[config.mk]
export PLATFORM = sky130hd
export DESIGN_NAME = noc_vc_fifo
export DESIGN_NICKNAME = d
export VERILOG_FILES = /design/src/rtl/noc_vc_fifo.sv
export SDC_FILE = /design/constraint.sdc
export NUM_CORES = 1
export LEC_CHECK = 0
export CAP_MARGIN = 25
export CORE_MARGIN = 8
export CORE_UTILIZATION = 67
export DETAILED_ROUTE_END_ITERATION = 6
export HOLD_SLACK_MARGIN = 0.15
export PLACE_DENSITY = 0.82
export RECOVER_POWER = 50
export SYNTH_ARGS = -nofsm -noshare
export SYNTH_HDL_FRONTEND = slang
export SYNTH_SLANG_ARGS = --single-unit
[constraint.sdc]
create_clock -name clk -period 5.4 [get_ports clk]
set_input_delay 0.54 -clock clk [delete_from_list [all_inputs] [get_ports clk]]
set_output_delay 0.54 -clock clk [all_outputs]
set_load 0.05 [all_outputs]
[src/rtl/noc_vc_fifo.sv]
// noc_vc_fifo: per-input-port NoC router buffer holding NUM_VC virtual-channel
// FIFOs in one storage array, with a registered read port, credit return and
// sticky overflow/underflow flags.
// Optional build macro NOC_VC_FIFO_AFULL_EN adds a registered per-VC almost_full
// output (count >= depth - AFULL_MARGIN).
module noc_vc_fifo #(
    parameter int WIDTH        = 16,
    parameter int DEPTH_LOG2   = 4,
    parameter int NUM_VC       = 4,
    parameter int AFULL_MARGIN = 2
) (
    input  logic                                      clk,
    input  logic                                      rst_n,
    input  logic                                      wr_en,
    input  logic [$clog2(NUM_VC)-1:0]                 wr_vc,
    input  logic [WIDTH-1:0]                          wr_data,
    input  logic                                      rd_en,
    input  logic [$clog2(NUM_VC)-1:0]                 rd_vc,
    output logic [WIDTH-1:0]                          rd_data,
    output logic                                      rd_valid,
    output logic [NUM_VC-1:0]                         empty,
    output logic [NUM_VC-1:0]                         full,
    output logic [NUM_VC*(DEPTH_LOG2+1)-1:0]          occupancy,
    output logic                                      credit_ret,
    output logic [$clog2(NUM_VC)-1:0]                 credit_vc,
    output logic                                      ovf_err,
    output logic                                      udf_err
`ifdef NOC_VC_FIFO_AFULL_EN
    ,
    output logic [NUM_VC-1:0]                         almost_full
`endif
);

    localparam int VC_W   = $clog2(NUM_VC);
    localparam int CNT_W  = DEPTH_LOG2 + 1;
    localparam int DEPTH  = 1 << DEPTH_LOG2;
    localparam int ADDR_W = VC_W + DEPTH_LOG2;
    localparam logic [CNT_W-1:0] FULL_CNT = CNT_W'(DEPTH);
    localparam logic [VC_W:0]    NUM_VC_L = (VC_W + 1)'(NUM_VC);

    // Storage is addressed {vc, ptr}; VC slots beyond NUM_VC are never touched.
    logic [WIDTH-1:0]      mem_q [0:(1 << ADDR_W)-1];

    logic [DEPTH_LOG2-1:0] wptr_q [NUM_VC];
    logic [DEPTH_LOG2-1:0] wptr_d [NUM_VC];
    logic [DEPTH_LOG2-1:0] rptr_q [NUM_VC];
    logic [DEPTH_LOG2-1:0] rptr_d [NUM_VC];
    logic [CNT_W-1:0]      cnt_q  [NUM_VC];
    logic [CNT_W-1:0]      cnt_d  [NUM_VC];

    logic [WIDTH-1:0]      rd_data_q;
    logic                  rd_valid_q;
    logic                  credit_ret_q;
    logic [VC_W-1:0]       credit_vc_q;
    logic                  ovf_err_q;
    logic                  udf_err_q;

    logic                  wr_in_range, rd_in_range;
    logic                  wr_full_sel, rd_empty_sel;
    logic [DEPTH_LOG2-1:0] wr_ptr_sel, rd_ptr_sel;
    logic                  wr_ok, rd_ok, ovf_hit, udf_hit;

    // Requests naming a VC that does not exist are silently ignored.
    assign wr_in_range = ({1'b0, wr_vc} < NUM_VC_L);
    assign rd_in_range = ({1'b0, rd_vc} < NUM_VC_L);

    // Status from registered counts so flags follow each accepted op by one edge.
    for (genvar g = 0; g < NUM_VC; g++) begin : g_status
        assign empty[g]                     = (cnt_q[g] == '0);
        assign full[g]                      = (cnt_q[g] == FULL_CNT);
        assign occupancy[g*CNT_W +: CNT_W]  = cnt_q[g];
    end

    // Select the addressed VC's pointer and status without out-of-range indexing.
    always_comb begin
        wr_full_sel  = 1'b0;
        rd_empty_sel = 1'b1;
        wr_ptr_sel   = '0;
        rd_ptr_sel   = '0;
        for (int v = 0; v < NUM_VC; v++) begin
            if (wr_vc == VC_W'(v)) begin
                wr_full_sel = full[v];
                wr_ptr_sel  = wptr_q[v];
            end
            if (rd_vc == VC_W'(v)) begin
                rd_empty_sel = empty[v];
                rd_ptr_sel   = rptr_q[v];
            end
        end
    end

    // Full VC drops the write, empty VC rejects the read: no pass-through or bypass.
    assign wr_ok   = wr_en && wr_in_range && !wr_full_sel;
    assign rd_ok   = rd_en && rd_in_range && !rd_empty_sel;
    assign ovf_hit = wr_en && wr_in_range && wr_full_sel;
    assign udf_hit = rd_en && rd_in_range && rd_empty_sel;

    // Next pointers and counts; a same-VC write+read leaves the count unchanged.
    always_comb begin
        for (int v = 0; v < NUM_VC; v++) begin
            wptr_d[v] = wptr_q[v];
            rptr_d[v] = rptr_q[v];
            cnt_d[v]  = cnt_q[v];
            if (wr_ok && (wr_vc == VC_W'(v))) begin
                wptr_d[v] = wptr_q[v] + DEPTH_LOG2'(1);
                cnt_d[v]  = cnt_d[v] + CNT_W'(1);
            end
            if (rd_ok && (rd_vc == VC_W'(v))) begin
                rptr_d[v] = rptr_q[v] + DEPTH_LOG2'(1);
                cnt_d[v]  = cnt_d[v] - CNT_W'(1);
            end
        end
    end

    // Flit storage; contents are deliberately left out of reset.
    always_ff @(posedge clk) begin
        if (wr_ok) begin
            mem_q[{wr_vc, wr_ptr_sel}] <= wr_data;
        end
    end

    // Pointer/count state and registered read port, credit and error flags.
    always_ff @(posedge clk or negedge rst_n) begin
        if (!rst_n) begin
            for (int v = 0; v < NUM_VC; v++) begin
                wptr_q[v] <= '0;
                rptr_q[v] <= '0;
                cnt_q[v]  <= '0;
            end
            rd_data_q    <= '0;
            rd_valid_q   <= 1'b0;
            credit_ret_q <= 1'b0;
            credit_vc_q  <= '0;
            ovf_err_q    <= 1'b0;
            udf_err_q    <= 1'b0;
        end else begin
            for (int v = 0; v < NUM_VC; v++) begin
                wptr_q[v] <= wptr_d[v];
                rptr_q[v] <= rptr_d[v];
                cnt_q[v]  <= cnt_d[v];
            end
            rd_valid_q   <= rd_ok;
            credit_ret_q <= rd_ok;
            if (rd_ok) begin
                rd_data_q   <= mem_q[{rd_vc, rd_ptr_sel}];
                credit_vc_q <= rd_vc;
            end
            if (ovf_hit) begin
                ovf_err_q <= 1'b1;
            end
            if (udf_hit) begin
                udf_err_q <= 1'b1;
            end
        end
    end

    assign rd_data    = rd_data_q;
    assign rd_valid   = rd_valid_q;
    assign credit_ret = credit_ret_q;
    assign credit_vc  = credit_vc_q;
    assign ovf_err    = ovf_err_q;
    assign udf_err    = udf_err_q;

`ifdef NOC_VC_FIFO_AFULL_EN
    localparam logic [CNT_W-1:0] AFULL_TH = CNT_W'(DEPTH - AFULL_MARGIN);

    logic [NUM_VC-1:0] afull_q;

    // Almost-full computed from next counts so it lines up with occupancy.
    always_ff @(posedge clk or negedge rst_n) begin
        if (!rst_n) begin
            afull_q <= '0;
        end else begin
            for (int v = 0; v < NUM_VC; v++) begin
                afull_q[v] <= (cnt_d[v] >= AFULL_TH);
            end
        end
    end

    assign almost_full = afull_q;
`else
    // AFULL_MARGIN only matters when the almost-full output is built.
    if (AFULL_MARGIN < 0) begin : g_afull_margin_unused
    end
`endif

endmodule
==> metrics <==
post-synthesis async set-or-reset flop share 6.65%; die area 74200 um2; post-synthesis mux area share 8.93%; P&R area growth vs syn 12.1%; GRT overflow 0; Rel. slew slack -154%; Clock Latency Late Sink 0.68 ns; largest family of logic cells by synthesized area multiplexers; total clock buffers created by CTS 104; CP endpoint kind flop; # DRC 0; Peak VDD IR 506 uV; Initial Utilization 67.4%; #FFs+latches synth 1097; die height 272 um; slowest stage delay, CP 1.02 ns; critical path arrival 4.76 ns; Mapped Area 44100 um2; via count 26900; status finished with violations; RSZ-0062 raised after global routing false; fin crit period 4.21 ns; Synth Warn # 0; Fin. Hold Viols 0; vias per cell 7.03; Setup TNS Final 0 ns; Die X-Extent 272 um; Final Setup Violations 0; FILL cells 3569; Synth area leaders edfxtp_1 (70%), dfrtp_1 (4.1%), mux4_2 (4.1%); family with the most delay on the worst path multiplexers; Setup Buffers After CTS 0; cell row count 94; worst path buffer plus inverter count 2; layout cells sized above 1 14.0%; Clock Root Buffer clkbuf_16; fin crit share 78.0%; first-pass GRT wire length 174000 um; Netlist cell types 68; Yosys top cell area share 69.8%; largest net degree at the start of global routing 132; Req. time, crit path 5.95 ns; CTS max path bufs 3; XOR/XNOR Fraction of Synth Area 1.07%; Hold Slack 0.419 ns; DRT Pass-1 Iters 6; # nets final 2907; GRT Resource Usage Total 31.8%; setup slack, reg-to-reg 1.31 ns; vias in the first global route 26600; critical path fanouts, max 46; path type of the worst setup path input pin to flop; number of enable flip-flop cells after synthesis 1024; Routed Antenna Nets 0; Cell Pwr Density 521 nW/um2; detailed-placement wirelength estimate 70300 um; Synth Net Count 2765; 1st-iter DRT viols 4265; Post-Synthesis Cells 2721; Seq/Total Area, Yosys 73.9%; syn avg cell area 16.2 um2; Reg clk slew, reported paths 0.06 ns; post-cts hold buffer count 1; hold crit path type input pin to flop; # clock sinks 1097; Synth Area in Compound Gates 6.18%; H-tree levels 3; GPL Wtd Cong 0.909; worst clock skew 0.0342 ns; slowest CP cell mux4_4; Routed WL 119000 um; fmax 0.237 GHz; Final Util 75.5%; failing checks max-capacitance violations, max-slew violations; routed length per placed instance 31.3 um; CP Launch Type input pin; # IOs 74; initial antenna violation count 6; worst-margin pin slew 3.81 ns; Core ar. 65400 um2; CTS tree built; Top FF cell, synth edfxtp_1; Leak 16.4 nW; Synth Area in Simple Gates 7.26%; CP Cell Sequence clkdlybuf4s50_1 -> mux4_4 -> buf_4 -> mux2_2 -> a221o_1 -> nor3_1 -> and4_1 -> a31oi_1; adder-cell share of the synthesized area 0.568%; Max Slew Vio Count 1058; area leader, netlist edfxtp_1; PortBufs 73; max_cap viols 18; CTS resizes 0
[registers in the layout, summed over array words and instances (netlist names)]
signal / flops
rptr_q: 16
ovf_err: 1
rd_data: 16
credit_vc: 2
udf_err: 1
wptr_q: 16
occupancy: 20
mem_q: 1024
credit_ret: 1
[cell usage after synthesis (3+ instances only)]
cell type,instances
nor2_1,94
mux4_2,80
buf_4,6
ha_1,20
o21ai_0,12
edfxtp_1,1024
xor2_1,17
buf_6,9
a21oi_1,34
nand4_1,36
o31ai_1,3
nor2b_1,9
clkbuf_1,75
mux4_1,4
a41oi_1,4
mux2i_1,161
nor4b_1,4
o221ai_1,4
mux2_2,37
inv_1,22
nor4bb_1,3
nand2b_1,7
a211oi_1,63
xnor2_1,37
and2_0,33
a21o_1,17
o2111ai_1,24
dfrtp_1,73
a311oi_1,10
a22oi_1,28
a31oi_1,84
nand3_1,80
buf_2,42
nand2_1,361
and2_1,31
buf_1,29
o211ai_1,16
and4_1,12
a32oi_1,14
a221o_1,11
nor3_1,14
o22ai_1,39
[final timing paths]
path,end,from,cells after the start
min in group asynchronous,rd_data[0],rst_n,2
setup reg to reg,mem_q[62][7],occupancy[15],10
hold reg to reg,udf_err,udf_err,1
max in group asynchronous,wptr_q[10],rst_n,3
setup / recovery,rd_data[13],rd_vc[0],8
hold / removal,mem_q[3][4],wr_data[4],1
[area by class of cell]
cell class | instances | area, um2 | area share, %
Antenna cell | 3 | 7.51 | 0.0152
Clock buffer | 123 | 2760 | 5.58
Clock inverter | 72 | 662 | 1.34
Inverter | 23 | 86.3 | 0.175
Multi-Input combinational cell | 1436 | 10600 | 21.5
Sequential cell | 1097 | 32600 | 66.0
Tap cell | 864 | 1080 | 2.19
Timing Repair Buffer | 201 | 1580 | 3.20
[cells in the final DEF, fill, tap and decap left out, types with 17 or more instances in the layout]
master,synthesis,final
clkinv_1,1,23
o22ai_1,39,39
nand3_1,80,80
a211oi_1,63,63
clkbuf_1,75,33
nor2_1,94,93
mux2i_1,161,159
xor2_1,17,17
clkdlybuf4s50_1,0,41
edfxtp_1,1024,1024
clkinv_2,0,27
dfrtp_1,73,73
a21o_1,17,17
nand4_1,36,36
xnor2_1,37,37
and2_1,31,31
mux4_2,80,77
inv_1,22,22
nand2_1,361,361
and2_0,33,33
a21oi_1,34,34
buf_4,6,107
o2111ai_1,24,24
a22oi_1,28,28
clkbuf_16,0,107
ha_1,20,20
mux2_2,37,36
a31oi_1,84,84
[cell families after synthesis]
family / after synthesis
flops: 1097
simple gates: 700
compound gates: 380
mux: 282
buf+inv: 188
xor+xnor: 54
fa+ha+maj: 20
[where the power goes]
part	leakage, nW	internal (W)	switching [W]	total (W)
Clock	1.67	0.00414	0.00319	0.00733
Combinational	4.66	0.00276	0.00531	0.00807
Sequential	10.1	0.00979	0.000513	0.0103
Total	16.4	0.0167	0.00902	0.0257
[per-stage QoR]
step,power [W],setup WS (ns),cell area (um2),std cells
floorplan,0.0156,1.08,44100,2721
global placement,0.0180,0.695,46000,3617
detailed placement,0.0183,0.657,46000,3618
CTS,0.0256,1.33,49400,3814
global route,0.0264,1.08,49400,3816
finish,0.0257,1.19,49400,3819
[metal layers]
layer  track usage, %  vias up  share of wire (%)
met4             15.9        4                6.0
li1                 -    10900                  -
met2             49.7     2273                 46
met5                0        -              0.024
met3             8.45      442                 14
met1             41.6    13200                 34
(Power assumes the default switching activity.)
